`src/rtl/sm_mul_pkg.sv`:
```
// Shared arithmetic definitions for the sign-magnitude Q7.8 multiplier and divider.
// Provides format widths, saturation constants and the common FSM state encoding.
package sm_mul_pkg;

   localparam int WIDTH    = 16;
   localparam int FRAC     = 8;
   localparam int SIGN_BIT = WIDTH - 1;
   localparam int MAG_W    = WIDTH - 1;
   localparam int PROD_W   = 2 * MAG_W;
   localparam int CNT_W    = $clog2(MAG_W + 1);

   localparam logic [MAG_W-1:0] MAG_MAX = '1;

   typedef enum logic [1:0] {
      IDLE = 2'd0,
      RUN  = 2'd1,
      FIN  = 2'd2
   } state_e;

endpackage

```
`src/rtl/sm_sat.sv`:
```
// Combinational normalize/round/saturate stage: raw magnitude product + sign -> Q7.8 result.
// SM_MUL_ROUND_EN selects round-half-up; otherwise the magnitude is truncated.
module sm_sat
   import sm_mul_pkg::*;
(
   input  logic [PROD_W-1:0] prod_raw_i,
   input  logic              sign_i,
   output logic [WIDTH-1:0]  product_o,
   output logic              ovf_o
);

   logic [PROD_W:0]      p_adj;
   logic [PROD_W-FRAC:0] mag_wide;
   logic [MAG_W-1:0]     mag;

`ifdef SM_MUL_ROUND_EN
   localparam logic [PROD_W:0] RND_HALF = (PROD_W + 1)'(2 ** (FRAC - 1));
   assign p_adj = {1'b0, prod_raw_i} + RND_HALF;
`else
   assign p_adj = {1'b0, prod_raw_i};
`endif

   assign mag_wide = p_adj[PROD_W:FRAC];

   // Any bit above the 15-bit magnitude field means the value exceeds MAG_MAX.
   assign ovf_o = |mag_wide[PROD_W-FRAC:MAG_W];
   assign mag   = ovf_o ? MAG_MAX : mag_wide[MAG_W-1:0];

   assign product_o = {sign_i & (mag != '0), mag};

endmodule

```
`src/rtl/sm_mul.sv`:
```
// Sequential sign-magnitude Q7.8 multiplier: radix-2 shift-add over 15 cycles, saturated result.
// Optional build macro SM_MUL_ROUND_EN enables round-half-up in the output stage.
module sm_mul
   import sm_mul_pkg::*;
(
   input  logic             clk,
   input  logic             rst,
   input  logic             start,
   input  logic [WIDTH-1:0] multiplicand,
   input  logic [WIDTH-1:0] multiplier,
   output logic             busy,
   output logic             done,
   output logic [WIDTH-1:0] product,
   output logic             ovf
);

   state_e             state_q, state_d;
   logic [CNT_W-1:0]   cnt_q, cnt_d;
   logic [PROD_W-1:0]  acc_q, acc_d;
   logic [MAG_W-1:0]   mcand_q, mcand_d;
   logic [MAG_W-1:0]   mplr_q, mplr_d;
   logic               sign_q, sign_d;
   logic [WIDTH-1:0]   product_q, product_d;
   logic               ovf_q, ovf_d;
   logic               done_q, done_d;
   logic [MAG_W:0]     add_sum;
   logic [WIDTH-1:0]   sat_product;
   logic               sat_ovf;

   sm_sat u_sat (
      .prod_raw_i (acc_q),
      .sign_i     (sign_q),
      .product_o  (sat_product),
      .ovf_o      (sat_ovf)
   );

   // NOTE: sequential state uses non-blocking assignments so every register
   // samples the pre-edge values regardless of statement order.
   always_ff @(posedge clk or posedge rst) begin
      if (rst) state_q <= IDLE;
      else     state_q <= state_d;
   end

   always_comb begin
      state_d = state_q;
      unique case (state_q)
         IDLE:    if (start) state_d = RUN;
         RUN:     if (cnt_q == CNT_W'(1)) state_d = FIN;
         FIN:     state_d = IDLE;
         default: state_d = IDLE;
      endcase
   end

   always_comb begin
      busy    = (state_q != IDLE);
      done    = done_q;
      product = product_q;
      ovf     = ovf_q;
   end

   // NOTE: every signal gets a default before the case so no path leaves it
   // unassigned, which would otherwise infer a latch.
   always_comb begin
      cnt_d     = cnt_q;
      acc_d     = acc_q;
      mcand_d   = mcand_q;
      mplr_d    = mplr_q;
      sign_d    = sign_q;
      product_d = product_q;
      ovf_d     = ovf_q;
      done_d    = 1'b0;
      add_sum   = {1'b0, acc_q[PROD_W-1:MAG_W]} + (mplr_q[0] ? {1'b0, mcand_q} : '0);
      unique case (state_q)
         IDLE: begin
            if (start) begin
               mcand_d = multiplicand[MAG_W-1:0];
               mplr_d  = multiplier[MAG_W-1:0];
               sign_d  = multiplicand[SIGN_BIT] ^ multiplier[SIGN_BIT];
               acc_d   = '0;
               cnt_d   = CNT_W'(MAG_W);
            end
         end
         RUN: begin
            // Carry of the upper-half add enters at the top as the pair shifts right.
            acc_d  = {add_sum, acc_q[MAG_W-1:1]};
            mplr_d = mplr_q >> 1;
            cnt_d  = cnt_q - CNT_W'(1);
         end
         FIN: begin
            product_d = sat_product;
            ovf_d     = sat_ovf;
            done_d    = 1'b1;
         end
         default: ;
      endcase
   end

   always_ff @(posedge clk or posedge rst) begin
      if (rst) begin
         cnt_q     <= '0;
         acc_q     <= '0;
         mcand_q   <= '0;
         mplr_q    <= '0;
         sign_q    <= 1'b0;
         product_q <= '0;
         ovf_q     <= 1'b0;
         done_q    <= 1'b0;
      end else begin
         cnt_q     <= cnt_d;
         acc_q     <= acc_d;
         mcand_q   <= mcand_d;
         mplr_q    <= mplr_d;
         sign_q    <= sign_d;
         product_q <= product_d;
         ovf_q     <= ovf_d;
         done_q    <= done_d;
      end
   end

endmodule

```
`config.mk`:
```
export PLATFORM = sky130hd
export DESIGN_NAME = sm_mul
export DESIGN_NICKNAME = d
export VERILOG_FILES = /design/src/rtl/sm_mul_pkg.sv /design/src/rtl/sm_sat.sv /design/src/rtl/sm_mul.sv
export SDC_FILE = /design/constraint.sdc
export NUM_CORES = 1
export LEC_CHECK = 0
export CORE_MARGIN = 8
export CORE_UTILIZATION = 55
export DETAILED_ROUTE_END_ITERATION = 6
export PLACE_DENSITY = 0.8
export SETUP_SLACK_MARGIN = 0.4
export SYNTH_ARGS = -nofsm -noshare
export SYNTH_HDL_FRONTEND = slang
export SYNTH_SLANG_ARGS = --single-unit
```
`constraint.sdc`:
```
create_clock -name clk -period 3.45 [get_ports clk]
set_input_delay 1.035 -clock clk [delete_from_list [all_inputs] [get_ports clk]]
set_output_delay 1.035 -clock clk [all_outputs]
set_load 0.01 [all_outputs]
```
==> results_dict.tcl <==
set metrics [dict create \
    worst_pin_slew_ns 0.691 \
    cts_buffers 9 \
    drive_gt1_frac 0.0775 \
    syn_avg_cell_area_um2 10.6 \
    synthCells 370 \
    drt_iter0_markers 174 \
    cp_data_arrival_time_ns 2.87 \
    irDropWorstVdd_uv 489 \
    track_usage 0.181 \
    wl_per_cell_um 16.4 \
    fmax_ghz 0.380 \
    cts_resized 0 \
    finalHoldViolations 0 \
    gp_congestion 0.857 \
    hpwl_um 6150 \
    syn-num-nets 423 \
    yosys_warnings 0 \
    row_count 30 \
    die_h_um 100 \
    postCtsSetupBuffers 0 \
    syn2layout_area_growth_pct 22.2 \
    hold_ws_ns 0.480 \
    clockBufferDepth 2 \
    overflow 0 \
    hold_buffers 0 \
    skew_ns 0.00559 \
    yosysTopAreaCell "dfrtp_1" \
    fillers 520 \
    seqCellArea_mm2 0.00193 \
    avgViaCountPerCell 5.92 \
    synth_ff_type "dfrtp_1" \
    synth-seq-cells 77 \
    antenna_found_initial 0 \
    crit_path_end_kind "flip-flop" \
    worstHoldPathType "flip-flop to flip-flop" \
    via_count 3088 \
    start_util 0.572 \
    synth_edf_count 0 \
    min-delay-start "mcand_q[9]" \
    clock_sinks 77 \
    synth_area_mm2 0.00391 \
    port_buffers 53 \
    critical_path.max_fanout 16 \
    tritoncts "yes" \
    critPathLaunchType "flip-flop" \
    startpoint "mplr_q[0]" \
    power_density_mw_per_mm2 871 \
    status "finished, final reports clean" \
    fin_nets 474 \
    drc 0 \
    place_area_mm2 0.00454 \
    layout_setup_ws_ns 0.820 \
    dieArea_mm2 0.0101 \
    final_common_cell "dfrtp_1" \
    layout_common_cells "dfrtp_1, clkdlybuf4s50_1, nand2_1" \
    coreArea_mm2 0.00683 \
    period_share 0.762 \
    post-place-ws_ns 0.831 \
    grt_pass1_wl_um 14700 \
    path_class "flip-flop to flip-flop" \
    tns_ns 0 \
    cts-root-buf "clkbuf_8" \
    die_w_um 100 \
    r2r-start "mplr_q[0]" \
    clkTransAtPathRegs_ns 0.08 \
    p_leak_nw 2.13 \
    first_global_vias 3108 \
    htreeDepth 3 \
    ant_nets 0 \
    routed_wl_um 8580 \
    p_total_mw 4.16 \
    ioPinCount 54 \
    synth_top_area_share 0.493 \
    layout_min_cycle_time_ns 2.63 \
    synthArstFlopShare 1.00 \
    max-cap-violations 0 \
    worstSkewPairLatency_ns 0.35 \
    ys_types 55 \
    multi_input_area_mm2 0.00186 \
    max-slew-margin-rel 0.539 \
    first_pass_iters 4 \
    stdcell_area_mm2 0.00477 \
    rsz0062_at_grt "false" \
    synth-seq-area-share 0.493 \
    yosys-top-cells-area "dfrtp_1, ha_1, mux2_1" \
    required_ns 3.69 \
    setup_violations 0 \
    grt_max_degree 50 \
    maxSlewViolCount 0 \
    antenna_cells 0 \
]
==> registers in the layout (all words and copies together), names as in the netlist <==
register and count:
mplr_q 15, product 16, done 1, mcand_q 15, state_q 2, acc_q 22
cnt_q 4, sign_q 1, ovf 1
==> worst max-delay path: stages, from the launching register on <==
cell       delay [ns]
dfrtp_1          0.57
and2_1           0.19
ha_1             0.17
inv_1            0.07
fa_1             0.41
nor2b_1          0.19
o2111ai_2        0.19
a211oi_1         0.35
o31ai_1          0.12
a32o_1           0.26
==> metal layers <==
metal  track usage  vias up  share of wire
met5             0        -              0
met4        0.0593        0          0.017
met2         0.291       76           0.48
met1         0.229     1517           0.45
met3        0.0491       16          0.058
li1              -     1479              -
==> logic make-up (layout without fill, tap and decap cells) <==
group | after synthesis | in the layout | synth area share
multiplexers | 15 | 15 | 0.0432
buffers and inverters | 31 | 87 | 0.0327
flip-flops | 77 | 77 | 0.493
adder cells (fa/ha/maj) | 18 | 18 | 0.0596
XOR/XNOR | 6 | 6 | 0.0135
AO/OA/AOI/OAI | 120 | 120 | 0.209
AND/OR/NAND/NOR | 103 | 103 | 0.148
==> layout make-up <==
type	instances	area share
sequential	77	0.404
tap	96	0.0252
clock buffer	10	0.0288
clock inverter	6	0.0197
timing repair buffer	60	0.125
inverter	11	0.00891
multi-input combinational	262	0.389
==> cell usage after synthesis (all sizes together) (4+ instances only) <==
| cell type | instances |
|---|---|
| mux2 | 15 |
| o22a | 14 |
| nand4 | 6 |
| clkbuf | 17 |
| or4 | 5 |
| a21o | 9 |
| a32o | 4 |
| a22o | 8 |
| o31ai | 4 |
| nand2 | 29 |
| o21ai | 28 |
| nor3 | 5 |
| ha | 17 |
| a21oi | 26 |
| dfrtp | 77 |
| a211oi | 6 |
| and2 | 15 |
| nor3b | 15 |
| inv | 10 |
| xnor2 | 4 |
| nor2 | 11 |
==> power breakdown <==
group	total (mW)	internal, mW	switching (mW)
registers	1.60	1.30	0.304
logic	1.78	0.863	0.914
clock network	0.776	0.433	0.343
==> path summary, 6_finish.rpt <==
kind | to | slack [ns] | depth (start not counted)
setup / recovery | acc_q[26] | 0.82 | 9
hold / removal | mcand_q[9] | 0.48 | 1
min in group asynchronous | mplr_q[10] | 1.08 | 2
hold reg to reg | mcand_q[9] | 0.48 | 1
setup reg to reg | acc_q[26] | 0.82 | 9
max in group asynchronous | mcand_q[7] | 1.68 | 3
==> stage by stage <==
stage | std cells | utilization
2_1_floorplan | 370 | -
3_3_place_gp | 506 | 0.665
3_5_place_dp | 506 | 0.665
4_1_cts | 522 | 0.699
5_1_grt | 522 | 0.699
6_report | 522 | 0.699
(Power assumes the default switching activity.)
